===== config.mk =====
export PLATFORM = sky130hd
export DESIGN_NAME = fpu_op_sequencer
export DESIGN_NICKNAME = d
export VERILOG_FILES = /design/src/rtl/fpu_op_sequencer.sv
export SDC_FILE = /design/constraint.sdc
export NUM_CORES = 1
export LEC_CHECK = 0
export ABC_AREA = 1
export CORE_MARGIN = 10
export CORE_UTILIZATION = 42
export DETAILED_ROUTE_END_ITERATION = 10
export PLACE_DENSITY = 0.87
export SYNTH_ARGS = -nofsm -noshare
export SYNTH_HDL_FRONTEND = slang
export SYNTH_SLANG_ARGS = --single-unit

===== constraint.sdc =====
create_clock -name clk -period 5.48 [get_ports clk]
set_input_delay 0.548 -clock clk [delete_from_list [all_inputs] [get_ports clk]]
set_output_delay 0.548 -clock clk [all_outputs]
set_load 0.05 [all_outputs]

===== src/rtl/fpu_op_sequencer.sv =====
// fpu_op_sequencer: single-issue controller in front of the FPU add/sub, multiply
// and divide units. It accepts one request, holds the operands on shared registers,
// waits the fixed add/mul latency or the divider done handshake, then returns the
// selected result over a valid/ready response channel.
// Optional feature macro: FPU_SEQ_DIV_TIMEOUT_EN (divider timeout with qNaN + rsp_err).
module fpu_op_sequencer #(
    parameter int ADD_LAT     = 1,
    parameter int MUL_LAT     = 1,
    parameter int DIV_TIMEOUT = 64
) (
    input  logic        clk,
    input  logic        rst,
    input  logic        req_valid,
    output logic        req_ready,
    input  logic [1:0]  req_funct,
    input  logic [31:0] req_a,
    input  logic [31:0] req_b,
    output logic [31:0] op_a,
    output logic [31:0] op_b,
    output logic        add_sub,
    input  logic [31:0] add_result,
    input  logic [31:0] mul_result,
    output logic        div_start,
    input  logic        div_done,
    input  logic [31:0] div_result,
    output logic        rsp_valid,
    input  logic        rsp_ready,
    output logic [31:0] rsp_data,
    output logic [1:0]  rsp_funct,
    output logic        rsp_err,
    output logic        busy
);

    localparam int AM_LAT  = (ADD_LAT > MUL_LAT) ? ADD_LAT : MUL_LAT;
    localparam int MAX_CNT = (AM_LAT > DIV_TIMEOUT) ? AM_LAT : DIV_TIMEOUT;
    localparam int CW      = $clog2(MAX_CNT + 1);

    localparam logic [CW-1:0] CNT_ZERO = CW'(0);
    localparam logic [CW-1:0] CNT_ONE  = CW'(1);
    localparam logic [CW-1:0] CNT_MAX  = {CW{1'b1}};
    localparam logic [CW-1:0] ADD_INIT = CW'(ADD_LAT - 1);
    localparam logic [CW-1:0] MUL_INIT = CW'(MUL_LAT - 1);

    localparam logic [1:0] F_ADD = 2'd0;
    localparam logic [1:0] F_SUB = 2'd1;
    localparam logic [1:0] F_DIV = 2'd2;
    localparam logic [1:0] F_MUL = 2'd3;

    typedef enum logic [1:0] {
        S_IDLE     = 2'd0,
        S_EXEC     = 2'd1,
        S_WAIT_DIV = 2'd2,
        S_RESP     = 2'd3
    } state_t;

    state_t         state_r;
    state_t         state_nx_s;
    logic [CW-1:0]  cnt_r;
    logic [1:0]     funct_r;
    logic [31:0]    op_a_r;
    logic [31:0]    op_b_r;
    logic           add_sub_r;
    logic           div_start_r;
    logic [31:0]    rsp_data_r;
    logic [1:0]     rsp_funct_r;
    logic           rsp_valid_r;
    logic           busy_r;

    logic           accept_s;
    logic           exec_done_s;
    logic           div_ok_s;

`ifdef FPU_SEQ_DIV_TIMEOUT_EN
    localparam logic [CW-1:0] DIV_TO = CW'(DIV_TIMEOUT);
    localparam logic [31:0]   QNAN   = 32'h7FC0_0000;
    logic           div_to_s;
    logic           rsp_err_r;
`endif

    // State register; reset overrides any in-flight operation.
    always_ff @(posedge clk) begin
        if (rst) begin
            state_r <= S_IDLE;
        end else begin
            state_r <= state_nx_s;
        end
    end

    // Next-state logic and per-state event decode.
    always_comb begin
        state_nx_s  = state_r;
        accept_s    = 1'b0;
        exec_done_s = 1'b0;
        div_ok_s    = 1'b0;
`ifdef FPU_SEQ_DIV_TIMEOUT_EN
        div_to_s    = 1'b0;
`endif
        case (state_r)
            S_IDLE: begin
                if (req_valid) begin
                    accept_s = 1'b1;
                    if (req_funct == F_DIV) begin
                        state_nx_s = S_WAIT_DIV;
                    end else begin
                        state_nx_s = S_EXEC;
                    end
                end else begin
                    state_nx_s = S_IDLE;
                end
            end
            S_EXEC: begin
                if (cnt_r == CNT_ZERO) begin
                    exec_done_s = 1'b1;
                    state_nx_s  = S_RESP;
                end else begin
                    state_nx_s  = S_EXEC;
                end
            end
            S_WAIT_DIV: begin
                // done coincident with the start pulse belongs to no valid operation
                if (div_done && !div_start_r) begin
                    div_ok_s   = 1'b1;
                    state_nx_s = S_RESP;
                end
`ifdef FPU_SEQ_DIV_TIMEOUT_EN
                else if (cnt_r == DIV_TO) begin
                    div_to_s   = 1'b1;
                    state_nx_s = S_RESP;
                end
`endif
                else begin
                    state_nx_s = S_WAIT_DIV;
                end
            end
            S_RESP: begin
                if (rsp_ready) begin
                    state_nx_s = S_IDLE;
                end else begin
                    state_nx_s = S_RESP;
                end
            end
            default: begin
                state_nx_s = S_IDLE;
            end
        endcase
    end

    // Operand, funct and adder-select capture; held until the next accept.
    always_ff @(posedge clk) begin
        if (rst) begin
            op_a_r    <= 32'h0000_0000;
            op_b_r    <= 32'h0000_0000;
            add_sub_r <= 1'b0;
            funct_r   <= 2'd0;
        end else if (accept_s) begin
            op_a_r    <= req_a;
            op_b_r    <= req_b;
            add_sub_r <= (req_funct == F_SUB);
            funct_r   <= req_funct;
        end else begin
            op_a_r    <= op_a_r;
            op_b_r    <= op_b_r;
            add_sub_r <= add_sub_r;
            funct_r   <= funct_r;
        end
    end

    // Latency countdown in EXEC, saturating elapsed-cycle count in WAIT_DIV.
    always_ff @(posedge clk) begin
        if (rst) begin
            cnt_r <= CNT_ZERO;
        end else if (accept_s) begin
            case (req_funct)
                F_ADD:   cnt_r <= ADD_INIT;
                F_SUB:   cnt_r <= ADD_INIT;
                F_MUL:   cnt_r <= MUL_INIT;
                default: cnt_r <= CNT_ZERO;
            endcase
        end else if (state_r == S_EXEC && cnt_r != CNT_ZERO) begin
            cnt_r <= cnt_r - CNT_ONE;
        end else if (state_r == S_WAIT_DIV && cnt_r != CNT_MAX) begin
            cnt_r <= cnt_r + CNT_ONE;
        end else begin
            cnt_r <= cnt_r;
        end
    end

    // Divider start pulse: exactly the first cycle of WAIT_DIV.
    always_ff @(posedge clk) begin
        if (rst) begin
            div_start_r <= 1'b0;
        end else begin
            div_start_r <= accept_s && (req_funct == F_DIV);
        end
    end

    // Result capture; stays stable through RESP until the next result.
    always_ff @(posedge clk) begin
        if (rst) begin
            rsp_data_r  <= 32'h0000_0000;
            rsp_funct_r <= 2'd0;
        end else if (exec_done_s) begin
            rsp_data_r  <= (funct_r == F_MUL) ? mul_result : add_result;
            rsp_funct_r <= funct_r;
        end else if (div_ok_s) begin
            rsp_data_r  <= div_result;
            rsp_funct_r <= funct_r;
        end
`ifdef FPU_SEQ_DIV_TIMEOUT_EN
        else if (div_to_s) begin
            rsp_data_r  <= QNAN;
            rsp_funct_r <= funct_r;
        end
`endif
        else begin
            rsp_data_r  <= rsp_data_r;
            rsp_funct_r <= rsp_funct_r;
        end
    end

`ifdef FPU_SEQ_DIV_TIMEOUT_EN
    // Error flag: set only by a divider timeout, cleared by any normal completion.
    always_ff @(posedge clk) begin
        if (rst) begin
            rsp_err_r <= 1'b0;
        end else if (div_to_s) begin
            rsp_err_r <= 1'b1;
        end else if (exec_done_s || div_ok_s) begin
            rsp_err_r <= 1'b0;
        end else begin
            rsp_err_r <= rsp_err_r;
        end
    end
    assign rsp_err = rsp_err_r;
`else
    assign rsp_err = 1'b0;
`endif

    // Registered status flags, decoded from the upcoming state.
    always_ff @(posedge clk) begin
        if (rst) begin
            rsp_valid_r <= 1'b0;
            busy_r      <= 1'b0;
        end else begin
            rsp_valid_r <= (state_nx_s == S_RESP);
            busy_r      <= (state_nx_s != S_IDLE);
        end
    end

    assign req_ready = (state_r == S_IDLE);
    assign op_a      = op_a_r;
    assign op_b      = op_b_r;
    assign add_sub   = add_sub_r;
    assign div_start = div_start_r;
    assign rsp_valid = rsp_valid_r;
    assign rsp_data  = rsp_data_r;
    assign rsp_funct = rsp_funct_r;
    assign busy      = busy_r;

endmodule


Yosys cells after proc, flatten, opt, wreduce, memory -nomap -nowiden
Index checks and enable logic that the tools add are counted.
- word-level logic and storage cells: 52
- output and inout bits: 104
- memories: 0
- bits in writable memories: 0
- flip-flop bits (word level): 113
- bits of input ports: 167
- ROM bits: 0
- latch bits: 0
- multipliers: 0
- $lt $le $gt $ge: 0
- reduce and logical (&&, ||, !) cells: 12
- multiplexer cells: 19
- divide/modulo/power cells: 0
- bitwise gates (word level): 0
- shift operators: 0
- $add $sub $neg: 2
- eq/ne operators: 8
- operator list (cell ; count):
    32-bit two-way mux ; 3
    7-bit two-way mux ; 2
    2-bit two-way mux ; 6
    2-bit equality test (second input constant) ; 5
    2-bit case mux with 4 select lines ; 1
    7-bit by 1-bit adder with 7-bit output (second input constant) ; 1
    7-bit zero test ; 1
    1-bit two-way mux ; 7
    7-bit inequality test (second input constant) ; 1
    7-bit nonzero test ; 1
    7-bit by 1-bit subtractor with 7-bit output (second input constant) ; 1
    2-bit nonzero test ; 3
    2-bit by 1-bit equality test with 1-bit output (second input constant) ; 2
    1-bit logical AND ; 4
    2-bit zero test ; 1
    2-bit OR reduction ; 1
    1-bit zero test ; 1

Logic depth before layout (Yosys ltp)
Gate-level depths: netlist (run 1).
- depth after elaboration: 6
- mapped depth: 18
- gate-level depth less buffers: 18

Least setup slack after synthesis (run 1)
No wires, ideal clock.
- path kind: register -> register
- from: reg state_r[1]
- to: reg op_a_r[20], in the netlist op_a[20]
- path buffers: 2
- setup slack: 3.455 ns
- data arrival time: 1.961 ns
- data required time: 5.416 ns
- period minus slack after synthesis: 2.025 ns
- stages on the path, launching flop included: 8
- cells stage by stage: dfxtp_1 > nor2_1 > nand2_1 > inv_1 > buf_2 > buf_1 > nor2_1 > nor2_1
- longest elaborated chain between the ends: 2
- RTL lines (what ; RTL line ; text):
    start: declaration ; 56 ; state_t state_r;
    start signal: assignment ; 85 ; state_r <= state_nx_s;
    2-bit zero test ; -- ;
    named net req_ready ; 14 ; output logic req_ready,
    1-bit two-way mux ; 98 ; case (state_r)
    end signal: assignment ; 156 ; op_a_r <= req_a;
    end signal: assignment ; 161 ; op_a_r <= op_a_r;
    end: declaration ; 60 ; logic [31:0] op_a_r;
The timed path passes the listed nets, and every way through them passes these cells.
A chain may end at the register's enable or synchronous reset.

Worst setup path in the final report (run 1)
- from: reg cnt_r[2]
- to: reg rsp_data_r[2], in the netlist rsp_data[2]
- longest elaborated chain between the ends: 4
- elaborated cells between the ends (all ways): 5
- classes of those cells: mux: 3; reduce/logical: 2
- RTL lines (what ; RTL line ; text):
    start: declaration ; 58 ; logic [CW-1:0] cnt_r;
    start signal: assignment ; 180 ; cnt_r <= cnt_r - CNT_ONE;
    start signal: assignment ; 182 ; cnt_r <= cnt_r + CNT_ONE;
    start signal: assignment ; 184 ; cnt_r <= cnt_r;
    7-bit zero test * ; 112 ; if (cnt_r == CNT_ZERO) begin
    1-bit two-way mux * ; 112 ;
    1-bit two-way mux * ; 98 ;
    32-bit two-way mux or 2-bit nonzero test (tied branches) ; -- ;
    end signal: assignment ; 203 ; rsp_data_r <= (funct_r == F_MUL) ? mul_result : add_result;
    end signal: assignment ; 206 ; rsp_data_r <= div_result;
    end signal: assignment ; 216 ; rsp_data_r <= rsp_data_r;
    end: declaration ; 64 ; logic [31:0] rsp_data_r;
Every way passes the cells marked *; elsewhere a longest branch is shown, timed or not.

==> run_results.csv, run 1 <==
group,metric,value,unit
die,num_rows,39,
timing,fin_crit_sh,0.419,
synth,ys_seq_area_frac,0.463,
route,wire_per_inst,17.9,um
clock_tree,htreeDepth,4,
synth,synthTopCellsByArea,"dfxtp_1 46%, nor2_1 13%, nand2_1 7.6%, o21ai_0 7.5%, a311oi_1 5.6%",
timing,finalCriticalPeriod,2300,ps
job,drv_cap,0,
die,fp.dieH,128,um
synth,synth_cell_type_count,32,
worst_setup_path,cp_cell_sequence,"nor2_1 > nand2_2 > inv_1 > nand2_2 > nor3_2 > inv_2 > a211oi_1 > a311oi_1",
timing,max_slew_margin,0.253,
worst_setup_path,arrival,2530,ps
synth,ys_ff_latch,113,
die,ios,271,
worst_setup_path,crit_fanout,62,
placement,dp.cells,1045,
clock_tree,clk_pin_slew,50,ps
worst_setup_path,crit_top_cell,"nand2_2",
power,power.leakage,0.00328,uW
cells_and_area,n_antenna_cell,0,
power,p_per_area,535,mW/mm^2
route,drt_iter0_drc,386,
global_routing,grtUsageTotal,0.230,
global_routing,grt_pass1_wl,29700,um
worst_setup_path,slowest_stage,"inv_2",
worst_setup_path,critPathKind,"flip-flop to flip-flop",
global_routing,antenna_found_initial,0,
timing,hold_viol_final,0,
placement,portBuffers,269,
die,core_area,0.0114,sq mm
synth,postSynth.asyncResetShare,0,
clock_tree,cts_tree,"yes",
timing,timing.final.max_slew_violations,0,
worst_setup_path,cpPeakStageDelay,470,ps
route,detail_route.first_pass.iterations,5,
synth,synth_nets,840,
cells_and_area,fin_cells,1077,
timing,timing.fmax,436,MHz
synth,synth-edff-count,0,
synth,syn-cell-area,0.00488,sq mm
synth,yosysTopAreaCellShare,0.463,
route,dr_total_vias,5440,
global_routing,grt_pass1_vias,5508,
clock_tree,cts_sinks,113,
timing,fin_skew,4.54,ps
global_routing,overflow,0,
placement,dp_hpwl,13900,um
synth,syn_inst,672,
global_routing,grt_max_degree,69,
synth,synth_top_area_cell,"dfxtp_1",
worst_setup_path,r2r_start,"cnt_r[2]",
clock_tree,clk_latency,420,ps
clock_tree,cts_resized,0,
worst_setup_path,cp-end-kind,"flip-flop",
worst_setup_path,required,5720,ps
timing,rsz0062_at_grt,"no",
clock_tree,cts_buffers,17,
route,ant_nets,0,
cells_and_area,final_layout_size_suffix_gt1_frac,0.0567,
placement,routabilityCongestion,0.811,
die,die_w,128,um
power,ir_drop,0.343,mV
cells_and_area,nets,1089,
worst_setup_path,start_kind,"flip-flop",
timing,finalSetupViolations,0,
timing,tightest_slew,1120,ps
hold_path,hp-class,"flip-flop to flip-flop",
worst_setup_path,startpoint,"cnt_r[2]",
route,wl,19200,um
route,via_per_inst,5.05,
synth,synthTopCellsByCount,"174 x nor2_1, 113 x dfxtp_1, 99 x nand2_1",
run_status,status,"completed",
clock_tree,clk_path_buf_depth,2,
clock_tree,ctsHoldBuffers,0,
synth,yosys_warnings,0,
synth,ys_dominant_reg_cell,"dfxtp_1",
cells_and_area,area_growth_syn_to_layout,67.7,%
synth,syn_avg_cell_area,7.27,sq um
hold_path,hold_start,"op_a[6]",
clock_tree,postCtsSetupRepairBufs,0,
route,drc,0,
timing,fin_tns_setup,0,ps
synth,synth_most_common_cell,"nor2_1",
die,die-area,0.0163,sq mm
die,initial_utilization,0.428,
clock_tree,cts_root_buf,"clkbuf_16",
power,p_total,4380,uW
layout make-up:
type | instances | area, sq um
fill | 893 | 3230
timing repair buffer | 274 | 2730
sequential | 113 | 2260
multi-input combinational | 453 | 2200
clock buffer | 23 | 478
inverter | 62 | 233
tap | 143 | 179
clock inverter | 9 | 106
flip-flops by register name, summed over array words and instances (netlist names):
name,count
cnt_r,7
rsp_data,32
funct_r,2
add_sub,1
op_a,32
rsp_valid,1
busy,1
op_b,32
div_start,1
rsp_funct,2
state_r,2
through the flow:
step	cell area (sq um)	worst slack, ps	util	hold slack, ps
after floorplan	4880	3460	-	435
after global placement	7600	2910	0.666	460
after detailed placement	7600	2820	0.666	471
after CTS	8190	3170	0.717	483
after global routing	8190	2990	0.717	502
final	8190	3180	0.717	479
placed cells by master, fill, tap and decap left out, types with 2 or more instances in the layout:
cell type        Yosys  final
inv_1               57     56
o21ai_1              3      3
clkdlybuf4s50_1      0    269
a31oi_1              2      2
bufinv_16            0      2
clkbuf_16            0     17
clkbuf_1            29      3
clkinvlp_4           0      3
a2111oi_0            2      2
nand2_1             99     98
a311oi_1            31     31
inv_2                5      6
dfxtp_1            113    113
nand2_2              3      4
xor2_1               2      2
o21ai_0             73     73
nor2_2               2      2
or2_2                2      2
clkinv_2             0      3
a21oi_1              7      7
nor2_1             174    174
nor3_1               2      2
buf_4                4      5
nand3_1             10     10
clkbuf_8             0      3
a211oi_1            31     31
worst paths after layout:
check / depth (start not counted) / endpoint / slack (ps)
worst max-delay path: 8 / rsp_data[2] / 3180
worst min-delay path: 2 / op_a[6] / 480
worst max register to register: 8 / rsp_data[2] / 3180
worst min register to register: 2 / op_a[6] / 480
per-layer routing:
metal / track usage / up-vias / share of wire
met2: 0.373 / 260 / 0.46
met5: 0 / - / 0
met3: 0.144 / 22 / 0.15
met1: 0.240 / 2466 / 0.37
met4: 0.0728 / 0 / 0.017
li1: - / 2692 / -
critical path: cells and delay by family (launching register included):
| family | cells | cell delay [ps] |
|---|---|---|
| buffers and inverters | 2 | 540 |
| flip-flops | 1 | 370 |
| AND/OR/NAND/NOR | 4 | 640 |
| AO/OA/AOI/OAI | 2 | 540 |
report_power, final:
part,total (uW),internal (uW),switching (uW),leakage [uW]
Combinational,2110,698,1410,0.00207
Sequential,1180,1050,137,0.000932
Clock,1090,702,384,0.000279
Total,4380,2450,1940,0.00328
cells by family after synthesis:
family / count (synthesis) / share of synthesized area
muxes: 1 / 0.00231
other: 1 / 0.000768
adders and majority gates: 1 / 0.00256
DFF: 113 / 0.463
and+or+nand+nor: 296 / 0.240
buffers and inverters: 106 / 0.0864
AOI/OAI and AO/OA: 152 / 0.201
xor gates and xnor gates: 2 / 0.00359
(Power assumes the default switching activity.)
==> inputs of run 2 (changes only) <==
--- a/config.mk
+++ b/config.mk
@@ -7,9 +7,9 @@
 export LEC_CHECK = 0
 export ABC_AREA = 1
 export CORE_MARGIN = 10
-export CORE_UTILIZATION = 42
+export CORE_UTILIZATION = 35
 export DETAILED_ROUTE_END_ITERATION = 10
-export PLACE_DENSITY = 0.87
+export PLACE_DENSITY = 0.78
 export SYNTH_ARGS = -nofsm -noshare
 export SYNTH_HDL_FRONTEND = slang
 export SYNTH_SLANG_ARGS = --single-unit
==> constraint.sdc (replaced) <==
create_clock -name clk -period 2.1 [get_ports clk]
set_input_delay 0.21 -clock clk [delete_from_list [all_inputs] [get_ports clk]]
set_output_delay 0.21 -clock clk [all_outputs]
set_load 0.05 [all_outputs]
==> run_results.csv, run 2 (synthesis gave the netlist of run 1 again) <==
group,metric,value,unit
hold_path,hp-class,"input pin to flip-flop",
timing,max_slew_margin,0.605,
hold_path,hold_start,"req_funct[0]",
global_routing,grt_pass1_wl,28800,um
die,fp.dieH,138,um
timing,fin_skew,8.88,ps
worst_setup_path,timing.rr.end,"cnt_r[6]",
placement,dp_hpwl,13700,um
die,ios,271,
hold_path,holdPathStages,2,
cells_and_area,multiInputGateArea,0.00221,sq mm
cells_and_area,fill_cells,1255,
cells_and_area,regArea,0.00227,sq mm
timing,timing.final.max_slew_violations,0,
cells_and_area,area_growth_syn_to_layout,73.0,%
die,core_area,0.0138,sq mm
worst_setup_path,ff2ff_path_depth,16,
job,drv_cap,0,
worst_setup_path,r2r_start,"cnt_r[4]",
route,ant_nets,0,
power,netSwitchingPower,5100,uW
clock_tree,cts_sinks,113,
cells_and_area,final_cell_area,0.00844,sq mm
clock_tree,ctsHoldBuffers,0,
hold_path,holdPathEnd,"div_start",
timing,finalSetupViolations,0,
cells_and_area,final_common_cell,"clkdlybuf4s50_1",
route,via_per_inst,4.80,
power,p_int,6730,uW
power,combPwrFrac,0.483,
timing,hold_viol_final,0,
placement,portBuffers,269,
clock_tree,clk_path_buf_depth,2,
power,seq_power_share,0.259,
route,wl,18400,um
clock_tree,cts_buffers,17,
worst_setup_path,crit_fanout,4,
run_status,status,"completed",
global_routing,grtUsageTotal,0.185,
worst_setup_path,cp_cell_sequence,"nor2_1 > clkdlybuf4s50_1",
worst_setup_path,slowest_stage,"clkdlybuf4s50_1",
power,p_clk_frac,0.258,
die,die_w,138,um
placement,placed_area,0.00778,sq mm
route,detail_route.first_pass.iterations,4,
global_routing,overflow,0,
worst_setup_path,critical-path-top-delay-family,"buffers and inverters",
global_routing,grt_pass1_vias,5175,
worst_setup_path,cpPeakStageDelay,830,ps
power,p_per_area,1400,mW/mm^2
global_routing,antenna_found_initial,0,
worst_setup_path,arrival,1790,ps
clock_tree,htreeDepth,4,
worst_setup_path,start_kind,"flip-flop",
worst_setup_path,critPathKind,"flip-flop to primary output",
worst_setup_path,crit_buf_inv,1,
global_routing,grt_max_degree,69,
worst_setup_path,required,1890,ps
clock_tree,cts_root_buf,"clkbuf_16",
timing,timing.fmax,499,MHz
route,drc,0,
timing,whs,384,ps
power,power.leakage,0.00338,uW
worst_setup_path,reg2reg_slack,200,ps
die,num_rows,43,
timing,setup_ws,97.6,ps
power,p_total,11800,uW
cells_and_area,nets,1100,
die,die-area,0.0191,sq mm
timing,fin_crit_sh,0.954,
worst_setup_path,cp-end-kind,"primary output",
clock_tree,clk_pin_slew,50,ps
clock_tree,clk_latency,410,ps
power,ir_drop,0.775,mV
power,power.share.switching,0.431,
route,drt_iter0_drc,239,
timing,finalCriticalPeriod,2000,ps
cells_and_area,n_antenna_cell,0,
cells_and_area,final_layout_size_suffix_gt1_frac,0.0815,
cells_and_area,mostFrequentLayoutCells,"268 x clkdlybuf4s50_1, 173 x nor2_1, 108 x dfxtp_1",
placement,routabilityCongestion,0.910,
clock_tree,cts_tree,"yes",
timing,tightest_slew,590,ps
placement,dpl_worst_slack,177,ps
route,dr_total_vias,5405,
die,initial_utilization,0.354,
route,wire_per_inst,16.3,um
-- run 2: cell count changes in the layout (fill, tap and decap cells not counted), sizes merged --
cell           delta
clkinvlp          +2
clkbuf            -4
buf              +12
inv               +1
clkdlybuf4s50     -1
clkinv            -1
bufinv            +2
-- run 2: worst max path at each step --
stage | slack, ps | to | cells past startpoint | from
2_1_floorplan | 80 | op_a[20] | 7 | state_r[1]
5_1_grt | -20 | cnt_r[4] | 15 | state_r[0]
3_3_place_gp | 250 | cnt_r[6] | 16 | cnt_r[0]
6_report | 100 | req_ready | 2 | state_r[1]
3_5_place_dp | 180 | cnt_r[6] | 16 | cnt_r[0]
4_1_cts | 80 | req_ready | 2 | state_r[1]
-- run 2: area by class of cell --
| type | count | share of cell area |
|---|---|---|
| tap | 180 | 0.0267 |
| multi-input combinational | 453 | 0.262 |
| sequential | 113 | 0.269 |
| clock inverter | 13 | 0.0219 |
| timing repair buffer | 285 | 0.340 |
| inverter | 62 | 0.0276 |
| clock buffer | 19 | 0.0525 |
-- run 2: power groups by stage --
stage | clock network (uW) | logic (uW) | registers (uW)
final | 3050 | 5710 | 3070
after global routing | 3190 | 6160 | 3150
after CTS | 3110 | 5690 | 3060
after detailed placement | 0 | 5660 | 3090
after global placement | 0 | 5630 | 3070
after floorplan | 0 | 2010 | 4770
-- run 2: stage by stage --
stage	std cells	TNS [ps]	util
after CTS	1123	0	0.610
after global routing	1125	-31.5	0.613
final	1125	0	0.613
after global placement	1091	0	0.565
after floorplan	672	0	-
after detailed placement	1091	0	0.565
-- run 2: timing repair --
item                                    4_1_cts  5_1_grt
endpoints found under the hold margin         0        0
endpoints found under the setup margin        0        2
gates resized for setup                       0       11
setup buffers                                 0        2
-- run 2: routing by layer --
metal | track usage | vias to the layer above | wire length (um)
li1 | - | 2724 | -
met1 | 0.222 | 2394 | 7850
met2 | 0.275 | 262 | 7830
met3 | 0.0969 | 25 | 2340
met4 | 0.0649 | 0 | 334
met5 | 0 | - | 0
